## src/rtl/axis_to_i2s_mc.sv

```systemverilog
// axis_to_i2s_mc: multi-lane I2S / left-justified transmitter.
// Tagged AXI4-Stream samples are assembled into whole frames and queued in a
// frame FIFO. The frames are then shifted out on NUM_PAIRS data lanes that
// share one SCLK/LRCLK pair. Everything runs on aud_mclk.
module axis_to_i2s_mc #(
    parameter int NUM_PAIRS  = 4,
    parameter int DATA_W     = 24,
    parameter int FIFO_DEPTH = 8,
    parameter int MCLK_DIV   = 4
) (
    input  logic                               aud_mclk,
    input  logic                               aud_mrst,
    input  logic                               enable,
    input  logic                               mode,
    input  logic [31:0]                        s_axis_aud_tdata,
    input  logic [2:0]                         s_axis_aud_tid,
    input  logic                               s_axis_aud_tvalid,
    output logic                               s_axis_aud_tready,
    output logic                               lrclk_out,
    output logic                               sclk_out,
    output logic [NUM_PAIRS-1:0]               sdata_out,
    output logic [$clog2(FIFO_DEPTH+1)-1:0]    fifo_level,
    output logic                               underrun,
    output logic                               err_tid
);

    localparam int NCH     = 2 * NUM_PAIRS;
    localparam int FRAME_W = NCH * DATA_W;
    localparam int PTR_W   = $clog2(FIFO_DEPTH);
    localparam int LVL_W   = $clog2(FIFO_DEPTH + 1);
    localparam int CNT_W   = $clog2(MCLK_DIV);
    localparam logic [2:0] LAST_CH = 3'(NCH - 1);

    // ------------------------------------------------------------------
    // Frame assembler
    // ------------------------------------------------------------------
    logic [2:0]          exp_reg, exp_next;
    logic                err_reg;
    logic                beat_hs, tid_match, store, push;
    logic [DATA_W-1:0]   beat_sample;
    logic [DATA_W-1:0]   asm_reg [NCH-1];
    logic [FRAME_W-1:0]  push_frame;
    logic                unused_tdata;

    // FIFO state (declared early: tready depends on fullness)
    logic [FRAME_W-1:0]  mem [FIFO_DEPTH];
    logic [PTR_W-1:0]    wr_ptr_reg, rd_ptr_reg;
    logic [LVL_W-1:0]    level_reg;
    logic                fifo_full, fifo_empty, pop;
    logic [FRAME_W-1:0]  rd_frame;

    assign beat_sample  = s_axis_aud_tdata[31 -: DATA_W];
    assign unused_tdata = ^s_axis_aud_tdata;
    assign fifo_full    = (level_reg == LVL_W'(FIFO_DEPTH));
    assign fifo_empty   = (level_reg == '0);

    // Only the last beat of a frame can stall; a same-cycle pop does not help.
    assign s_axis_aud_tready = !aud_mrst && !((exp_reg == LAST_CH) && fifo_full);

    assign beat_hs   = s_axis_aud_tvalid && s_axis_aud_tready;
    assign tid_match = (s_axis_aud_tid == exp_reg);
    // A mismatching tid 0 restarts the frame, so the stored index is always tid.
    assign store     = beat_hs && (tid_match || (s_axis_aud_tid == 3'd0));
    assign push      = beat_hs && tid_match && (exp_reg == LAST_CH);

    // Next expected channel index
    always_comb begin
        exp_next = exp_reg;
        if (beat_hs) begin
            if (tid_match)
                exp_next = (exp_reg == LAST_CH) ? 3'd0 : exp_reg + 3'd1;
            else if (s_axis_aud_tid == 3'd0)
                exp_next = 3'd1;
            else
                exp_next = 3'd0;
        end
    end

    // Expected-index register and sequence-error pulse
    always_ff @(posedge aud_mclk) begin
        if (aud_mrst) begin
            exp_reg <= 3'd0;
            err_reg <= 1'b0;
        end else begin
            exp_reg <= exp_next;
            err_reg <= beat_hs && !tid_match;
        end
    end

    // Holding registers for every channel except the last, which goes straight to the FIFO
    always_ff @(posedge aud_mclk) begin
        if (aud_mrst) begin
            for (int i = 0; i < NCH - 1; i++) asm_reg[i] <= '0;
        end else begin
            for (int i = 0; i < NCH - 1; i++)
                if (store && (s_axis_aud_tid == 3'(i))) asm_reg[i] <= beat_sample;
        end
    end

    generate
        for (genvar gi = 0; gi < NCH; gi++) begin : g_pack
            if (gi == NCH - 1) begin : g_last
                assign push_frame[gi*DATA_W +: DATA_W] = beat_sample;
            end else begin : g_held
                assign push_frame[gi*DATA_W +: DATA_W] = asm_reg[gi];
            end
        end
    endgenerate

    // ------------------------------------------------------------------
    // Frame FIFO
    // ------------------------------------------------------------------
    assign rd_frame   = mem[rd_ptr_reg];
    assign fifo_level = level_reg;

    // Frame storage write port
    always_ff @(posedge aud_mclk) begin
        if (push) mem[wr_ptr_reg] <= push_frame;
    end

    // Pointers and occupancy
    always_ff @(posedge aud_mclk) begin
        if (aud_mrst) begin
            wr_ptr_reg <= '0;
            rd_ptr_reg <= '0;
            level_reg  <= '0;
        end else begin
            if (push) wr_ptr_reg <= wr_ptr_reg + PTR_W'(1);
            if (pop)  rd_ptr_reg <= rd_ptr_reg + PTR_W'(1);
            case ({push, pop})
                2'b10:   level_reg <= level_reg + LVL_W'(1);
                2'b01:   level_reg <= level_reg - LVL_W'(1);
                default: level_reg <= level_reg;
            endcase
        end
    end

    // ------------------------------------------------------------------
    // Bit-clock divider and bit counter
    // ------------------------------------------------------------------
    logic [CNT_W-1:0] cnt_reg, cnt_next;
    logic [5:0]       bitc_reg, bitc_next;
    logic             run_reg, first_cyc, cnt_wrap, fall_tick, frame_load;
    logic             sclk_reg, underrun_reg, mode_reg, eff_mode;

    assign first_cyc  = enable && !run_reg;
    assign cnt_wrap   = (cnt_reg == CNT_W'(MCLK_DIV - 1));
    assign fall_tick  = enable && (first_cyc || cnt_wrap);
    assign frame_load = first_cyc || (fall_tick && (bitc_reg == 6'd63));
    assign pop        = frame_load && !fifo_empty;
    assign eff_mode   = frame_load ? mode : mode_reg;

    // Divider / bit counter next state; the first enabled cycle behaves as a wrap
    always_comb begin
        cnt_next  = cnt_reg;
        bitc_next = bitc_reg;
        if (!enable) begin
            cnt_next  = '0;
            bitc_next = 6'd0;
        end else if (first_cyc) begin
            cnt_next  = '0;
            bitc_next = 6'd0;
        end else if (cnt_wrap) begin
            cnt_next  = '0;
            bitc_next = bitc_reg + 6'd1;
        end else begin
            cnt_next  = cnt_reg + CNT_W'(1);
        end
    end

    // Timing registers, SCLK, underrun pulse and latched framing mode
    always_ff @(posedge aud_mclk) begin
        if (aud_mrst) begin
            run_reg      <= 1'b0;
            cnt_reg      <= '0;
            bitc_reg     <= 6'd0;
            sclk_reg     <= 1'b0;
            underrun_reg <= 1'b0;
            mode_reg     <= 1'b0;
        end else begin
            run_reg      <= enable;
            cnt_reg      <= cnt_next;
            bitc_reg     <= bitc_next;
            sclk_reg     <= enable && (cnt_next >= CNT_W'(MCLK_DIV / 2));
            underrun_reg <= frame_load && fifo_empty;
            mode_reg     <= eff_mode;
        end
    end

    assign sclk_out  = sclk_reg;
    assign lrclk_out = bitc_reg[5];
    assign underrun  = underrun_reg;
    assign err_tid   = err_reg;

    // ------------------------------------------------------------------
    // Per-lane serializers
    // ------------------------------------------------------------------
    generate
        for (genvar gi = 0; gi < NUM_PAIRS; gi++) begin : g_lane
            logic [63:0] load_word;
            logic [63:0] shift_reg;
            logic        lj_bit, dly_reg, sd_reg;

            // Left sample in the top slot, right in the bottom slot, zero padded
            always_comb begin
                load_word = '0;
                if (!fifo_empty) begin
                    load_word[63 -: DATA_W] = rd_frame[(2*gi)*DATA_W +: DATA_W];
                    load_word[31 -: DATA_W] = rd_frame[(2*gi+1)*DATA_W +: DATA_W];
                end
            end

            assign lj_bit = frame_load ? load_word[63] : shift_reg[63];

            // Shift on fall ticks; I2S output lags the left-justified bit by one tick
            always_ff @(posedge aud_mclk) begin
                if (aud_mrst) begin
                    shift_reg <= '0;
                    dly_reg   <= 1'b0;
                    sd_reg    <= 1'b0;
                end else if (!enable) begin
                    dly_reg   <= 1'b0;
                    sd_reg    <= 1'b0;
                end else if (fall_tick) begin
                    shift_reg <= (frame_load ? load_word : shift_reg) << 1;
                    dly_reg   <= lj_bit;
                    sd_reg    <= eff_mode ? lj_bit : dly_reg;
                end
            end

            assign sdata_out[gi] = sd_reg;
        end
    endgenerate

endmodule

```

## config.mk

```make
export PLATFORM = sky130hd
export DESIGN_NAME = axis_to_i2s_mc
export DESIGN_NICKNAME = d
export VERILOG_FILES = /design/src/rtl/axis_to_i2s_mc.sv
export SDC_FILE = /design/constraint.sdc
export NUM_CORES = 2
export LEC_CHECK = 0
export CELL_PAD_IN_SITES_DETAIL_PLACEMENT = 2
export CELL_PAD_IN_SITES_GLOBAL_PLACEMENT = 2
export CORE_MARGIN = 1
export CORE_UTILIZATION = 53
export CTS_CLUSTER_DIAMETER = 120
export CTS_CLUSTER_SIZE = 20
export DETAILED_ROUTE_END_ITERATION = 8
export PLACE_DENSITY_LB_ADDON = 0.1
export SLEW_MARGIN = 30
export SYNTH_ARGS = -nofsm -noshare
export SYNTH_HDL_FRONTEND = slang
export SYNTH_SLANG_ARGS = --single-unit
```

## constraint.sdc

```tcl
create_clock -name aud_mclk -period 48.5 [get_ports aud_mclk]
set_input_delay 9.7 -clock aud_mclk [delete_from_list [all_inputs] [get_ports aud_mclk]]
set_output_delay 9.7 -clock aud_mclk [all_outputs]
set_load 0.01 [all_outputs]
```

After elaboration in Yosys (flattened, before gate mapping)
Memories as Yosys holds them, arrays and structs flattened. A register that Yosys moved wholly into a read port is not among the register bits.
Cells that the tools add are included.
{ "totals": {"ram_bits": 1704, "inputBits": 40, "regBits": 286, "memories": 2, "out_inout_bits": 13} }
{ "memory_table": {"columns": ["memory", "words", "width", "rd", "rd_clocked_by_memory_dff", "write_ports", "line", "text"], "rows": [
  ["mem", 8, 192, 1, 1, 1, "46", "logic [FRAME_W-1:0] mem [FIFO_DEPTH];"],
  ["asm_reg", 7, 24, 7, 0, 7, "41", "logic [DATA_W-1:0] asm_reg [NCH-1];"]
]} }
{ "classes": {"n_lt_le_gt_ge": 1, "n_reduce_logical": 34, "n_bitwise": 8, "eq_ne": 13, "mux": 62, "add_sub_neg": 7} }
{ "ops": {"columns": ["op", "n"], "rows": [
  ["$mux 24", 15],
  ["$mux 63", 4],
  ["$mux 1", 35],
  ["$logic_and 1x1->1", 20],
  ["$eq 3x3->1 const B", 4],
  ["$mux 3", 4],
  ["$add 3x1->3 const B", 3],
  ["$pmux 4 s2", 1],
  ["$or 1x1->1", 7],
  ["$add 6x1->6 const B", 1],
  ["$eq 3x2->1 const B", 2],
  ["$eq 6x6->1 const B", 1],
  ["$mux 2", 3],
  ["$logic_not 1->1", 5],
  ["$add 4x1->4 const B", 1],
  ["$eq 2x2->1 const B", 2],
  ["$eq 4x4->1 const B", 1],
  ["$logic_not 4->1", 1],
  ["$sub 4x1->4 const B", 1],
  ["$eq 3x1->1 const B", 1],
  ["$eq 3x3->1", 1],
  ["$logic_not 3->1", 1],
  ["$logic_or 1x1->1", 3],
  ["$reduce_or 3->1", 1],
  ["other kinds (7)", 7]
]} }

Logic depth before layout (Yosys ltp)
{ "depth": {"ltp_word": 11, "mapped_depth": 14} }

Least setup slack after synthesis
OpenSTA, ideal clock, no wires.
{ "synth_timing": {"path_kind": "input to register", "start": "in s_axis_aud_tid[0]", "end": "mem mem[2][0] (netlist bit), enable pin", "t_arrival_ns": 30.179, "setup_time_ns": 1.280, "path_stages": 6, "path_buffers": 1, "slack_ns": 17.040, "cell_sequence": "buf_2 xor2_1 nor3_4 and4_1 inv_2 nor4b_1"} }
{ "synth_via": {"elab_chain_cells": 5} }
{ "synth_lines": {"columns": ["element", "line", "text"], "rows": [
  ["start, declared", "16", "input logic [2:0] s_axis_aud_tid,"],
  ["$eq 3x3->1", "61", "assign tid_match = (s_axis_aud_tid == exp_reg);"],
  ["$logic_and 1x1->1 (2 in series)", "64", "assign push = beat_hs && tid_match && (exp_reg == LAST_CH);"],
  ["$mux 1", "118", "if (push) mem[wr_ptr_reg] <= push_frame;"],
  ["$mux 1 (implied by the code)", "118", null],
  ["end, declared", "46", null]
]} }
Every way passes these cells.

Worst setup path after layout
{ "layout_timing": {"start": "in aud_mrst", "end": "out s_axis_aud_tready"} }
{ "layout_via": {"elab_chain_cells": 2} }
{ "layout_lines": {"columns": ["element", "line", "text"], "rows": [
  ["start, declared", "12", "input logic aud_mrst,"],
  ["$logic_not 1->1", "58", "assign s_axis_aud_tready = !aud_mrst && !((exp_reg == LAST_CH) && fifo_full);"],
  ["$logic_and 1x1->1", "58", null],
  ["end, declared", "18", "output logic s_axis_aud_tready,"]
]} }
Every way passes these cells.

==> run metrics <==
die area 0.142 mm^2; setup_tns 0 ns; Cell Rows 137; max-slew violation count 0; final count of negative-setup-slack endpoints 0; initial antenna violation count 10; starting density of the core 0.534; pin count of the biggest net entering global routing 121; layout cell share with drive strength beyond 1 0.209; DRC viols 0; CP max stage cell clkdlybuf4s50_1; hold_sp g_lane[0].shift_reg[35]$_SDFFE_PP0P_; clk buf depth 3; crit-path cells buf_8 > a31oi_2 > clkdlybuf4s50_1; sequential share of the synthesized area 0.757; number of flip-flops in the largest register 1536; Die Span Y 377 um; crit path time final 20.61 ns; Worst-Skew Late Latency 0.76 ns; Arr. time, crit path 10.91 ns; synthesized area 0.0744 mm^2; global-route wire length before repair 310000 um; ys flop type edfxtp_1; Rel. slew slack 0.298; R2R depth 10; CORE AREA 0.139 mm^2; Via density 6.50; Crit Reg-Reg Endpoint mem[7][136]$_DFFE_PP_; dpl hpwl 117000 um; crit path kind input pin to primary output; Critical Path Fanout Max 37; RSZ-0062 raised after global routing false; worst slack, placed 27.91 ns; Post-synth EDFFs 1704; Tot GR Track Use 0.308; CTS tree built; measured slew at the worst slew-check pin 1.05 ns; CP startpoint kind input pin; RR Startpoint exp_reg[0]$_SDFFE_PP0N_; Root Buffer clkbuf_16; Post-Syn Nets 3979; Lkg Pwr 24.1 nW; Clock Skews 0.0309 ns; CP required 38.80 ns; status finished clean; Remaining Overflow, GRT 0; I/O pins 53; drt wl/cell 36.7 um; RePlAce Congestion 0.709; post-synthesis async set-or-reset flop share 0; Power Density 36.0 mW/mm^2; final setup margin 27.89 ns; vias in the first global route 42716; CP Capture Point s_axis_aud_tready; crit end category primary output; synth warn 0; Fmax 48.5 MHz; Setup crit start aud_mrst; delay of the slowest critical-path stage 0.62 ns; Yosys cell types 54; most frequent cells in the layout edfxtp_1, mux4_2, nand2_1; FF+latch count, synth 1960; Hold-fix buffers, CTS 0; hold crit path type flip-flop to flip-flop; routed vias 38220; area grow syn2layout 7.65%; fill cell count 11328; buffers added on ports 44; fin nets 3959; Synth Instances 3930; clock sinks 1960; flop-to-flop setup slack 42.79 ns; cts repair resizes 0; DRT Pass-1 Iters 5; die width 377 um; clock buffer count from CTS 107; routed wire length 215000 um; clock slew at reported path FFs 0.08 ns; WHS 0.458 ns; Final Cycle Share 0.425; final hold vios 0; VDD IR max 0.0400 mV; H-tree Lvls 3; Mapped Avg Cell Area 18.9 um^2; Post-CTS Setup Repair Bufs 0; Final Util 0.575; most common cell after layout, fill and taps aside edfxtp_1; Starting DRT DRC Count 3755; max-cap violations 0; antenna viol nets, final 0
cell usage after synthesis, types with 5 or more instances:
cell / count / area (um^2)
nand2_1: 316 / 1190
nor3_1: 56 / 280
and2_1: 27 / 169
a221oi_2: 42 / 631
xor2_1: 9 / 78.8
mux4_2: 384 / 8650
buf_4: 28 / 210
inv_1: 25 / 93.8
mux2i_1: 9 / 90.1
mux2_2: 188 / 2120
nor2_1: 196 / 736
dfxtp_1: 256 / 5120
nand3_1: 169 / 846
a31oi_1: 133 / 832
nor3b_1: 5 / 37.5
edfxtp_1: 1704 / 51200
nand2b_1: 32 / 200
buf_2: 98 / 490
a221oi_1: 9 / 78.8
buf_1: 22 / 82.6
ha_1: 9 / 113
clkbuf_1: 103 / 387
a21oi_1: 40 / 200
power by group:
part / total, mW / internal [mW] / leakage [nW] / switching [mW]
Sequential: 1.85 / 1.84 / 17.7 / 0.0170
Combinational: 0.0584 / 0.0111 / 4.90 / 0.0473
Clock: 0.971 / 0.431 / 1.47 / 0.540
metrics by stage:
step | std cells | total power [mW] | area [um^2]
after floorplan | 3930 | 1.91 | 74400
final | 5876 | 2.88 | 80100
after detailed placement | 5677 | 1.95 | 77000
after global placement | 5669 | 1.94 | 76800
after global routing | 5871 | 2.94 | 80100
after CTS | 5870 | 2.89 | 80000
logic make-up (layout without fill, tap and decap cells):
family	after synthesis	in the layout	synth area share
and+or+nand+nor	826	826	0.0491
DFF	1960	1960	0.757
other	0	6	0
xor gates and xnor gates	13	13	0.00153
AOI/OAI and AO/OA	261	261	0.0276
muxes	581	581	0.146
adders and majority gates	9	9	0.00151
buffers and inverters	280	344	0.0175
layer usage:
metal,vias to the layer above,global-route usage,part of all wire
li1,15512,-,-
met1,21020,0.394,0.38
met2,1371,0.545,0.53
met3,311,0.0433,0.059
met4,6,0.0988,0.032
met5,-,0,0.00017
cell type report:
| cell class | count | area, um^2 | area share |
|---|---|---|---|
| flip-flops and latches | 1960 | 56300 | 0.703 |
| multi-input cells | 1690 | 16900 | 0.211 |
| clock buffers | 192 | 3080 | 0.0385 |
| well taps | 1876 | 2350 | 0.0293 |
| repair buffers | 125 | 1340 | 0.0167 |
| inverters | 26 | 97.6 | 0.00122 |
| diodes | 6 | 15.0 | 0.000188 |
| clock inverters | 1 | 8.76 | 0.000109 |
worst max-delay path: cells and delay by family:
| kind | cells | cell delay [ns] |
|---|---|---|
| AO/OA/AOI/OAI | 1 | 0.35 |
| buffers and inverters | 2 | 0.81 |
how the worst min path moves through the flow:
stage | slack, ns | depth (start not counted) | to
detailed placement | 0.45 | 1 | cnt_reg[0]$_SDFF_PP0_
global placement | 0.41 | 1 | cnt_reg[0]$_SDFF_PP0_
global route | 0.48 | 2 | g_lane[0].shift_reg[35]$_SDFFE_PP0P_
finish | 0.46 | 2 | g_lane[0].shift_reg[35]$_SDFFE_PP0P_
CTS | 0.46 | 2 | g_lane[0].shift_reg[37]$_SDFFE_PP0P_
floorplan | 0.40 | 1 | cnt_reg[0]$_SDFF_PP0_
No activity file was read; power rests on OpenSTA's default activity.
